**src/rtl/display_share_arbiter_if.sv**
```systemverilog
// Bundles the requester inputs and the display/grant outputs of the
// display share arbiter. The arbiter uses the slave view; whoever drives
// requests and watches grants (bench or surrounding logic) uses master.
interface display_share_arbiter_if;
  logic [2:0] i_Req;
  logic [7:0] i_Byte0;
  logic [7:0] i_Byte1;
  logic [7:0] i_Byte2;
  logic [2:0] o_Grant;
  logic       o_Busy;
  logic       o_NewGrant;
  logic [7:0] o_CharA;
  logic [7:0] o_CharB;

  modport master (
    output i_Req, i_Byte0, i_Byte1, i_Byte2,
    input  o_Grant, o_Busy, o_NewGrant, o_CharA, o_CharB
  );

  modport slave (
    input  i_Req, i_Byte0, i_Byte1, i_Byte2,
    output o_Grant, o_Busy, o_NewGrant, o_CharA, o_CharB
  );
endinterface

```
**src/rtl/display_share_arbiter.sv**
```systemverilog
// Round-robin arbiter sharing a two-digit display between three byte
// producers. Each owner keeps the display for at least HOLD_CYCLES clocks,
// then one CHECK cycle decides whether to hand over, renew or go idle.
// The granted byte is shown as two ASCII hex characters; idle shows "--".
module display_share_arbiter #(
  parameter int HOLD_CYCLES = 25_000_000
) (
  input  logic                    i_Clk,
  input  logic                    i_Reset,
  display_share_arbiter_if.slave  bus
);

  localparam int CNT_W = $clog2(HOLD_CYCLES + 1);
  localparam logic [CNT_W-1:0] CNT_LAST = CNT_W'(HOLD_CYCLES - 1);

  localparam logic [1:0] S_IDLE  = 2'd0;
  localparam logic [1:0] S_HOLD  = 2'd1;
  localparam logic [1:0] S_CHECK = 2'd2;

  localparam logic [7:0] CHAR_DASH = 8'h2D;

  logic [1:0]       r_State;
  logic [2:0]       r_Grant;
  logic [1:0]       r_Owner;
  logic [1:0]       r_Ptr;
  logic [CNT_W-1:0] r_Cnt;
  logic [7:0]       r_Byte;
  logic             r_Busy;
  logic             r_NewGrant;
  logic [7:0]       r_CharA;
  logic [7:0]       r_CharB;

  logic [2:0]       w_SearchReq;
  logic             w_Found;
  logic [1:0]       w_PickIdx;
  logic [7:0]       w_PickByte;
  logic [7:0]       w_OwnerByte;
  logic             w_OwnerReq;

  logic [1:0]       w_NState;
  logic [2:0]       w_NGrant;
  logic [1:0]       w_NOwner;
  logic [1:0]       w_NPtr;
  logic [CNT_W-1:0] w_NCnt;
  logic [7:0]       w_NByte;
  logic             w_NNew;

  // (p + k) mod 3 for p in 0..2 and k in 0..2
  function automatic logic [1:0] f_wrap(input logic [1:0] p, input int k);
    int s;
    s = int'(p) + k;
    if (s >= 3) s = s - 3;
    return 2'(s);
  endfunction

  // One nibble to ASCII '0'-'9' / 'A'-'F'
  function automatic logic [7:0] f_hex(input logic [3:0] n);
    if (n <= 4'd9) return 8'h30 + {4'h0, n};
    else           return 8'h37 + {4'h0, n};
  endfunction

  // In CHECK the current owner is excluded so a waiting requester preempts it
  assign w_SearchReq = (r_State == S_CHECK) ? (bus.i_Req & ~r_Grant) : bus.i_Req;
  assign w_OwnerReq  = bus.i_Req[r_Owner];

  // Round-robin search: pointer, pointer+1, pointer+2
  always_comb begin
    w_Found   = 1'b0;
    w_PickIdx = 2'd0;
    for (int k = 0; k < 3; k++) begin
      if (!w_Found && w_SearchReq[f_wrap(r_Ptr, k)]) begin
        w_Found   = 1'b1;
        w_PickIdx = f_wrap(r_Ptr, k);
      end
    end
  end

  // Byte of the requester being picked and of the current owner
  always_comb begin
    case (w_PickIdx)
      2'd1:    w_PickByte = bus.i_Byte1;
      2'd2:    w_PickByte = bus.i_Byte2;
      default: w_PickByte = bus.i_Byte0;
    endcase
    case (r_Owner)
      2'd1:    w_OwnerByte = bus.i_Byte1;
      2'd2:    w_OwnerByte = bus.i_Byte2;
      default: w_OwnerByte = bus.i_Byte0;
    endcase
  end

  // Next-state logic for the IDLE / HOLD / CHECK controller
  always_comb begin
    w_NState = r_State;
    w_NGrant = r_Grant;
    w_NOwner = r_Owner;
    w_NPtr   = r_Ptr;
    w_NCnt   = r_Cnt;
    w_NByte  = r_Byte;
    w_NNew   = 1'b0;
    case (r_State)
      S_HOLD: begin
        w_NCnt = r_Cnt + CNT_W'(1);
        if (w_OwnerReq) w_NByte = w_OwnerByte;
        if (r_Cnt == CNT_LAST) w_NState = S_CHECK;
      end
      S_CHECK: begin
        if (w_Found) begin
          w_NState = S_HOLD;
          w_NGrant = 3'b001 << w_PickIdx;
          w_NOwner = w_PickIdx;
          w_NPtr   = f_wrap(w_PickIdx, 1);
          w_NCnt   = '0;
          w_NByte  = w_PickByte;
          w_NNew   = 1'b1;
        end else if (w_OwnerReq) begin
          w_NState = S_HOLD;
          w_NCnt   = '0;
          w_NByte  = w_OwnerByte;
        end else begin
          w_NState = S_IDLE;
          w_NGrant = 3'b000;
        end
      end
      default: begin
        if (w_Found) begin
          w_NState = S_HOLD;
          w_NGrant = 3'b001 << w_PickIdx;
          w_NOwner = w_PickIdx;
          w_NPtr   = f_wrap(w_PickIdx, 1);
          w_NCnt   = '0;
          w_NByte  = w_PickByte;
          w_NNew   = 1'b1;
        end
      end
    endcase
  end

  // State and registered outputs; characters come from the next byte so
  // they change on the same edge as the grant
  always_ff @(posedge i_Clk) begin
    if (i_Reset) begin
      r_State    <= S_IDLE;
      r_Grant    <= 3'b000;
      r_Owner    <= 2'd0;
      r_Ptr      <= 2'd0;
      r_Cnt      <= '0;
      r_Byte     <= 8'h00;
      r_Busy     <= 1'b0;
      r_NewGrant <= 1'b0;
      r_CharA    <= CHAR_DASH;
      r_CharB    <= CHAR_DASH;
    end else begin
      r_State    <= w_NState;
      r_Grant    <= w_NGrant;
      r_Owner    <= w_NOwner;
      r_Ptr      <= w_NPtr;
      r_Cnt      <= w_NCnt;
      r_Byte     <= w_NByte;
      r_Busy     <= |w_NGrant;
      r_NewGrant <= w_NNew;
      r_CharA    <= (|w_NGrant) ? f_hex(w_NByte[7:4]) : CHAR_DASH;
      r_CharB    <= (|w_NGrant) ? f_hex(w_NByte[3:0]) : CHAR_DASH;
    end
  end

  assign bus.o_Grant    = r_Grant;
  assign bus.o_Busy     = r_Busy;
  assign bus.o_NewGrant = r_NewGrant;
  assign bus.o_CharA    = r_CharA;
  assign bus.o_CharB    = r_CharB;

endmodule

```
**src/flat_wrapper.sv**
```systemverilog
// flat-port wrapper written by rule: the top's interface ports become plain ports
module display_share_arbiter_flat 
#(
  parameter int HOLD_CYCLES = 25_000_000
)
  (i_Clk, i_Reset, bus_i_Req, bus_i_Byte0, bus_i_Byte1, bus_i_Byte2, bus_o_Grant, bus_o_Busy, bus_o_NewGrant, bus_o_CharA, bus_o_CharB);
  display_share_arbiter_if bus_i ();
  input  logic i_Clk;
  input  logic i_Reset;
  input wire logic [$bits(bus_i.i_Req)-1:0] bus_i_Req;
  input wire logic [$bits(bus_i.i_Byte0)-1:0] bus_i_Byte0;
  input wire logic [$bits(bus_i.i_Byte1)-1:0] bus_i_Byte1;
  input wire logic [$bits(bus_i.i_Byte2)-1:0] bus_i_Byte2;
  output wire logic [$bits(bus_i.o_Grant)-1:0] bus_o_Grant;
  output wire logic [$bits(bus_i.o_Busy)-1:0] bus_o_Busy;
  output wire logic [$bits(bus_i.o_NewGrant)-1:0] bus_o_NewGrant;
  output wire logic [$bits(bus_i.o_CharA)-1:0] bus_o_CharA;
  output wire logic [$bits(bus_i.o_CharB)-1:0] bus_o_CharB;
  assign bus_i.i_Req = bus_i_Req;
  assign bus_i.i_Byte0 = bus_i_Byte0;
  assign bus_i.i_Byte1 = bus_i_Byte1;
  assign bus_i.i_Byte2 = bus_i_Byte2;
  assign bus_o_Grant = bus_i.o_Grant;
  assign bus_o_Busy = bus_i.o_Busy;
  assign bus_o_NewGrant = bus_i.o_NewGrant;
  assign bus_o_CharA = bus_i.o_CharA;
  assign bus_o_CharB = bus_i.o_CharB;
  display_share_arbiter #(.HOLD_CYCLES(HOLD_CYCLES)) u_core (.i_Clk(i_Clk), .i_Reset(i_Reset), .bus(bus_i));
endmodule
```
**config.mk**
```make
export PLATFORM = sky130hd
export DESIGN_NAME = display_share_arbiter_flat
export DESIGN_NICKNAME = d
export VERILOG_FILES = /design/src/rtl/display_share_arbiter_if.sv /design/src/rtl/display_share_arbiter.sv /design/src/flat_wrapper.sv
export SDC_FILE = /design/constraint.sdc
export NUM_CORES = 1
export LEC_CHECK = 0
export ABC_AREA = 0
export BUFFER_PORTS_ARGS = -buffer_cell sky130_fd_sc_hd__buf_2
export CORE_UTILIZATION = 60
export DETAILED_ROUTE_END_ITERATION = 8
export PLACE_DENSITY_LB_ADDON = 0.25
export REMOVE_ABC_BUFFERS = 1
export SLEW_MARGIN = 5
export SYNTH_ARGS = -nofsm -noshare
export SYNTH_HDL_FRONTEND = slang
export SYNTH_SLANG_ARGS = --single-unit
```
**constraint.sdc**
```tcl
create_clock -name i_Clk -period 9.4 [get_ports i_Clk]
set_input_delay 0.94 -clock i_Clk [delete_from_list [all_inputs] [get_ports i_Clk]]
set_output_delay 0.94 -clock i_Clk [all_outputs]
set_load 0.02 [all_outputs]
```
==> impl_metrics.toml, run 1 <==
[grt]
overflow = 0
grt_use_total = 0.299
grt_pass1_vias = 3071
grt_max_degree = 25
grt_pass1_wl_um = 14100
antenna_found_initial = 0

[logic_synthesis]
synth_edf_count = 0
ys_ff_latch = 58
synth_area_um2 = 3450
synthSimpleGateAreaFrac = 0.222
synth_flop_cell = "dfxtp_1"
ys_seq_area_frac = 0.337
async_flop_share = 0
avgSynthCellArea_um2 = 8.25
synth_compound_area_frac = 0.238
synthCells = 418
ys_types = 64
muxShareOfSynthArea = 0.0312
synth_top_family_by_area = "compound AO/OA/AOI/OAI gates"
ys_warn_count = 0
synth_xor_area_frac = 0.0610
synth_fa_ha_area_frac = 0.0581

[cells_and_area]
fill_cells = 438
areaGrowthSynthToFinish_pct = 13.4
diodes = 0
nNetsFinal = 502
drive_gt1_frac = 0.197
design_area_um2 = 3910
final_util = 0.710

[sta]
finalCritPeriodShare = 0.529
worst_pin_slew_ns = 0.671
tns_ns = 0
rsz0062_at_grt = "false"
period_minus_slack_ns = 4.97
slew_viol_final = 0
setup_violations = 0
clock.fmax_mhz = 201
slew-limit-headroom = 0.553
fin_skew_ns = 0.0105
hold_violations = 0

[pwr]
power_per_cell_area_nw_per_um2 = 353
ir_drop_v = 0.000281
p_leak_nw = 1.60

[placement]
numPortBuffers = 47
gp_congestion = 0.909
placed_area_um2 = 3680
dp_hpwl_um = 5960

[drt]
via_count = 3243
drtIter0Drc = 268
routed_wl_um = 8530
drtPass1Iterations = 7
ant_nets = 0
routed_via_density = 6.07
wl_per_cell_um = 16.0
route.detailed.drc = 0

[worst_hold_path]
hp-class = "flop to flop"
hold_path_startpoint = "u_core.r_Cnt[20]$_SDFFE_PP0P_"

[clocking]
clk-insertion-delay-late_ns = 0.34
ctsHoldBuffers = 0
htreeDepth = 3
post-cts-setup-buffers = 0
cts_tree = "built"
cts_sinks = 58
cts-root-buf = "clkbuf_8"
clockBufferDepth = 2
cts_made_buffers = 9
cts_resized = 0
clkTransAtPathRegs_ns = 0.07

[floorplanning]
die_h_um = 77.8
pin_count = 50
start_util = 0.626
die_area_um2 = 6050
die_w_um = 77.8
rows = 27
core_area_um2 = 5510

[worst_setup_path]
endpoint_kind = "flop"
crit_required_ns = 9.65
arrival_ns = 5.22
worstSetupPathType = "flop to flop"
startpoint = "u_core.r_State[0]$_SDFFE_PP0P_"
path_max_fanout = 17
worstReg2RegStart = "u_core.r_State[0]$_SDFFE_PP0P_"
start_kind = "flop"

[status]
status = "completed"

[job]
drv_cap = 0
-- power by group --
part	internal, W	leakage [nW]	switching [W]
sequential	0.000304	0.473	0.0000300
combinational	0.000286	1.01	0.000493
clock	0.000164	0.117	0.000103
total	0.000754	1.60	0.000626
-- state kept, by name (all words and copies together) (netlist names) --
register               count
u_core.bus.o_NewGrant      1
u_core.bus.o_Grant         3
u_core.r_Cnt              25
u_core.r_Ptr               2
u_core.r_State             2
u_core.bus.o_CharA         7
u_core.bus.o_CharB         7
u_core.r_Owner             2
u_core.r_Byte              8
u_core.bus.o_Busy          1
-- layout by cell type, fill, tap and decap left out, types with 3 or more instances in the layout --
master,Yosys,layout
xnor2_1,7,7
mux2i_1,7,7
nand2_1,23,23
clkbuf_8,0,11
nor3_1,6,6
and2_1,3,3
o22ai_1,3,3
and3_1,10,10
nand3_1,13,13
o221ai_1,4,4
xor2_1,17,17
nor2_1,72,72
buf_2,2,47
a211oi_1,5,5
nor2b_1,9,9
o21ai_1,6,6
ha_1,16,16
o21ai_0,18,18
inv_1,16,16
a221oi_1,3,3
a21oi_1,29,29
dfxtp_1,58,58
nand4_1,4,4
a22oi_1,15,15
-- metal layers --
layer,part of all wire,global-route usage,vias to the layer above
li1,-,-,1553
met1,0.44,0.380,1532
met2,0.48,0.490,134
met3,0.066,0.0624,24
met4,0.022,0.126,0
met5,0,0,-
-- layout make-up --
class | instances | area (um^2) | share of cell area
flip-flops and latches | 58 | 1160 | 0.297
clock buffers | 12 | 155 | 0.0397
multi-input cells | 321 | 2110 | 0.540
clock inverters | 4 | 73.8 | 0.0189
repair buffers | 49 | 250 | 0.0640
well taps | 72 | 90.1 | 0.0230
inverters | 18 | 67.6 | 0.0173
-- worst max-delay path, stage by stage (launching register included) --
cell and delay (ns):
dfxtp_1 0.31, inv_1 0.08, ha_1 0.59, a21bo_2 0.27, a21oi_1 0.08, a221oi_4 0.44, a221oi_1 0.16, nor2_1 0.25
inv_1 0.10, ha_1 0.59, a21oi_1 0.18, o21ai_0 0.13, a21boi_1 0.11, a311oi_2 0.52, inv_1 0.10, ha_1 0.23
o22ai_1 0.17, o22a_1 0.26, nor2b_1 0.07, a211oi_1 0.22
-- metrics by stage --
stage / power [W] / hold WS [ns] / std cells / setup slack (ns)
after CTS: 0.00137 / 0.518 / 534 / 4.55
final: 0.00138 / 0.519 / 534 / 4.43
after global routing: 0.00147 / 0.543 / 534 / 4.03
after floorplan: 0.000920 / 0.463 / 397 / 5.16
after global placement: 0.00108 / 0.481 / 518 / 4.70
after detailed placement: 0.00110 / 0.499 / 518 / 4.53
-- synth_stat cells (3+ instances only) --
library cell / count / area share
o221ai_1: 4 / 0.010
a211oi_1: 5 / 0.011
nor3_1: 6 / 0.0087
o21ai_1: 6 / 0.0087
xor2_1: 17 / 0.043
nand2_1: 23 / 0.025
xnor2_1: 7 / 0.018
inv_1: 16 / 0.017
a221oi_1: 3 / 0.0076
dfxtp_1: 58 / 0.34
and2_1: 3 / 0.0054
and3_1: 10 / 0.018
a22oi_1: 15 / 0.033
nand4_1: 4 / 0.0073
buf_4: 3 / 0.0065
nand3_1: 13 / 0.019
nor2_1: 72 / 0.078
o22ai_1: 3 / 0.0054
a21oi_1: 29 / 0.042
clkbuf_1: 15 / 0.016
o21ai_0: 18 / 0.026
mux2i_1: 7 / 0.020
ha_1: 16 / 0.058
nor2b_1: 9 / 0.016
-- cells by family after synthesis --
kind of cell / Yosys count
AND/OR/NAND/NOR: 158
other: 1
flip-flops: 58
multiplexers: 10
buffers and inverters: 40
adder cells (fa/ha/maj): 16
AO/OA/AOI/OAI: 111
XOR/XNOR: 24
-- final timing paths --
path	cells past startpoint	slack [ns]	endpoint
worst min-delay path	2	0.52	u_core.r_Cnt[20]$_SDFFE_PP0P_
worst max register to register	19	4.43	u_core.bus.o_CharB[1]$_SDFF_PP0_
worst min register to register	2	0.52	u_core.r_Cnt[20]$_SDFFE_PP0P_
worst max-delay path	19	4.43	u_core.bus.o_CharB[1]$_SDFF_PP0_
(Power assumes the default switching activity.)
==> run 2: changes to the inputs <==
--- a/config.mk
+++ b/config.mk
@@ -7,7 +7,7 @@
 export LEC_CHECK = 0
 export ABC_AREA = 0
 export BUFFER_PORTS_ARGS = -buffer_cell sky130_fd_sc_hd__buf_2
-export CORE_UTILIZATION = 60
+export CORE_UTILIZATION = 57
 export DETAILED_ROUTE_END_ITERATION = 8
 export PLACE_DENSITY_LB_ADDON = 0.25
 export REMOVE_ABC_BUFFERS = 1
==> constraint.sdc (replaced) <==
create_clock -name i_Clk -period 5 [get_ports i_Clk]
set_input_delay 0.5 -clock i_Clk [delete_from_list [all_inputs] [get_ports i_Clk]]
set_output_delay 0.5 -clock i_Clk [all_outputs]
set_load 0.02 [all_outputs]
==> impl_metrics.toml, run 2 (synthesis gave the netlist of run 1 again) <==
[clocking]
clockBufferDepth = 2
cts_tree = "built"
clkTransAtPathRegs_ns = 0.07
cts_sinks = 58
htreeDepth = 3
ctsHoldBuffers = 0
clk-insertion-delay-late_ns = 0.35
cts_made_buffers = 9
cts-root-buf = "clkbuf_8"

[sta]
clock.fmax_mhz = 220
hold_violations = 0
slew_viol_final = 0
fin_skew_ns = 0.0130
period_minus_slack_ns = 4.55
slew-limit-headroom = 0.371
setup_violations = 0
finalCritPeriodShare = 0.910
worst_pin_slew_ns = 0.944
tns_ns = 0
rsz0062_at_grt = "false"

[cells_and_area]
fin_cells = 537
final_common_cell = "nor2_1"
diodes = 0
final_cell_mix = "nor2_1 (72), dfxtp_1 (58), buf_2 (47), a21oi_1 (29), nand2_1 (23)"
nNetsFinal = 505
drive_gt1_frac = 0.209
regMostFlops = "u_core.r_Cnt"
areaGrowthSynthToFinish_pct = 13.8
reg_top3 = "u_core.r_Cnt: 25 flops, u_core.r_Byte: 8 flops"
largest_reg_flops = 25
fill_cells = 466
design_area_um2 = 3920

[drt]
ant_nets = 0
drtIter0Drc = 171
routed_via_density = 5.92
wl_per_cell_um = 15.0
route.detailed.drc = 0
drtPass1Iterations = 5
routed_wl_um = 8070
via_count = 3177

[worst_setup_path]
endpoint_kind = "flop"
start_kind = "flop"
crit_required_ns = 5.25
reg2regPathDepth = 20
arrival_ns = 4.80
worstSetupPathType = "flop to flop"
path_max_fanout = 9

[worst_hold_path]
whs_path_depth = 2
hp-class = "flop to flop"

[grt]
overflow = 0
grt_pass1_wl_um = 13800
grt_max_degree = 25
antenna_found_initial = 0
grt_use_total = 0.277
grt_pass1_vias = 2977

[pwr]
p_leak_nw = 1.59
power_per_cell_area_nw_per_um2 = 657
ir_drop_v = 0.000423
power_w = 0.00258

[floorplanning]
die_area_um2 = 6360
pin_count = 50
start_util = 0.607
rows = 27
die_w_um = 79.8
core_area_um2 = 5680
die_h_um = 79.8

[placement]
numPortBuffers = 47
placed_area_um2 = 3690
dp_hpwl_um = 5690
placedCellCount = 519
gp_congestion = 0.894

[status]
status = "completed"

[job]
drv_cap = 0
-- run 2: changes by cell type in the layout (fill, tap and decap cells not counted) --
cell,before,now
buf_4,2,5
clkinvlp_4,0,3
a311oi_2,2,1
a311oi_4,0,1
bufinv_16,2,1
clkbuf_1,1,0
clkbuf_8,11,10
ha_1,16,15
ha_2,0,1
o21ai_1,6,5
o21ai_2,0,1
-- run 2: timing repair --
action                     CTS  global route
buffers inserted             0             2
resized for setup            0             2
setup endpoints to repair    0             7
-- run 2: metal layers --
metal / track usage / vias up / routed length [um]
li1: - / 1560 / -
met1: 0.357 / 1497 / 3570
met2: 0.451 / 99 / 3930
met3: 0.0480 / 21 / 372
met4: 0.121 / 0 / 204
met5: 0 / - / 0
-- run 2: area by class of cell --
class	count	area, um^2	area share
multi-input combinational	321	2130	0.542
sequential	58	1160	0.296
timing repair buffer	52	273	0.0695
clock buffer	10	138	0.0351
tap	72	90.1	0.0230
inverter	18	67.6	0.0172
clock inverter	6	66.3	0.0169
-- run 2: final timing paths --
path | slack, ns | start | end
setup / recovery | 0.45 | u_core.r_Ptr[0]$_SDFFE_PP0P_ | u_core.bus.o_CharB[1]$_SDFF_PP0_
hold / removal | 0.51 | u_core.r_Cnt[4]$_SDFFE_PP0P_ | u_core.r_Cnt[4]$_SDFFE_PP0P_
setup reg to reg | 0.45 | u_core.r_Ptr[0]$_SDFFE_PP0P_ | u_core.bus.o_CharB[1]$_SDFF_PP0_
hold reg to reg | 0.51 | u_core.r_Cnt[4]$_SDFFE_PP0P_ | u_core.r_Cnt[4]$_SDFFE_PP0P_
-- run 2: through the flow --
stage          setup WS (ns)  utilization  hold WS, ns
6_report               0.448        0.691        0.509
5_1_grt               0.0577        0.691        0.551
4_1_cts                0.211        0.686        0.507
3_5_place_dp           0.359        0.650        0.497
3_3_place_gp           0.621        0.650        0.480
2_1_floorplan          0.920            -        0.463
-- run 2: critical path, stage by stage, from the launching register on --
cell and delay (ns):
dfxtp_1 0.40, inv_1 0.06, ha_1 0.40, inv_2 0.07, a22o_1 0.22, a221oi_4 0.37
a221oi_1 0.13, nor2_1 0.25, inv_1 0.11, ha_1 0.34, a22oi_1 0.23, a21oi_1 0.14
o21ai_0 0.12, a21boi_1 0.12, a311oi_4 0.39, inv_1 0.08, ha_1 0.22, o22ai_1 0.21
o22a_1 0.26, nor2b_1 0.06, a211oi_1 0.24
-- run 2: power by group --
part / internal (W) / switching [W] / leakage (nW)
Clock: 0.000243 / 0.000203 / 0.0945
Sequential: 0.000571 / 0.0000547 / 0.473
Combinational: 0.000566 / 0.000940 / 1.02
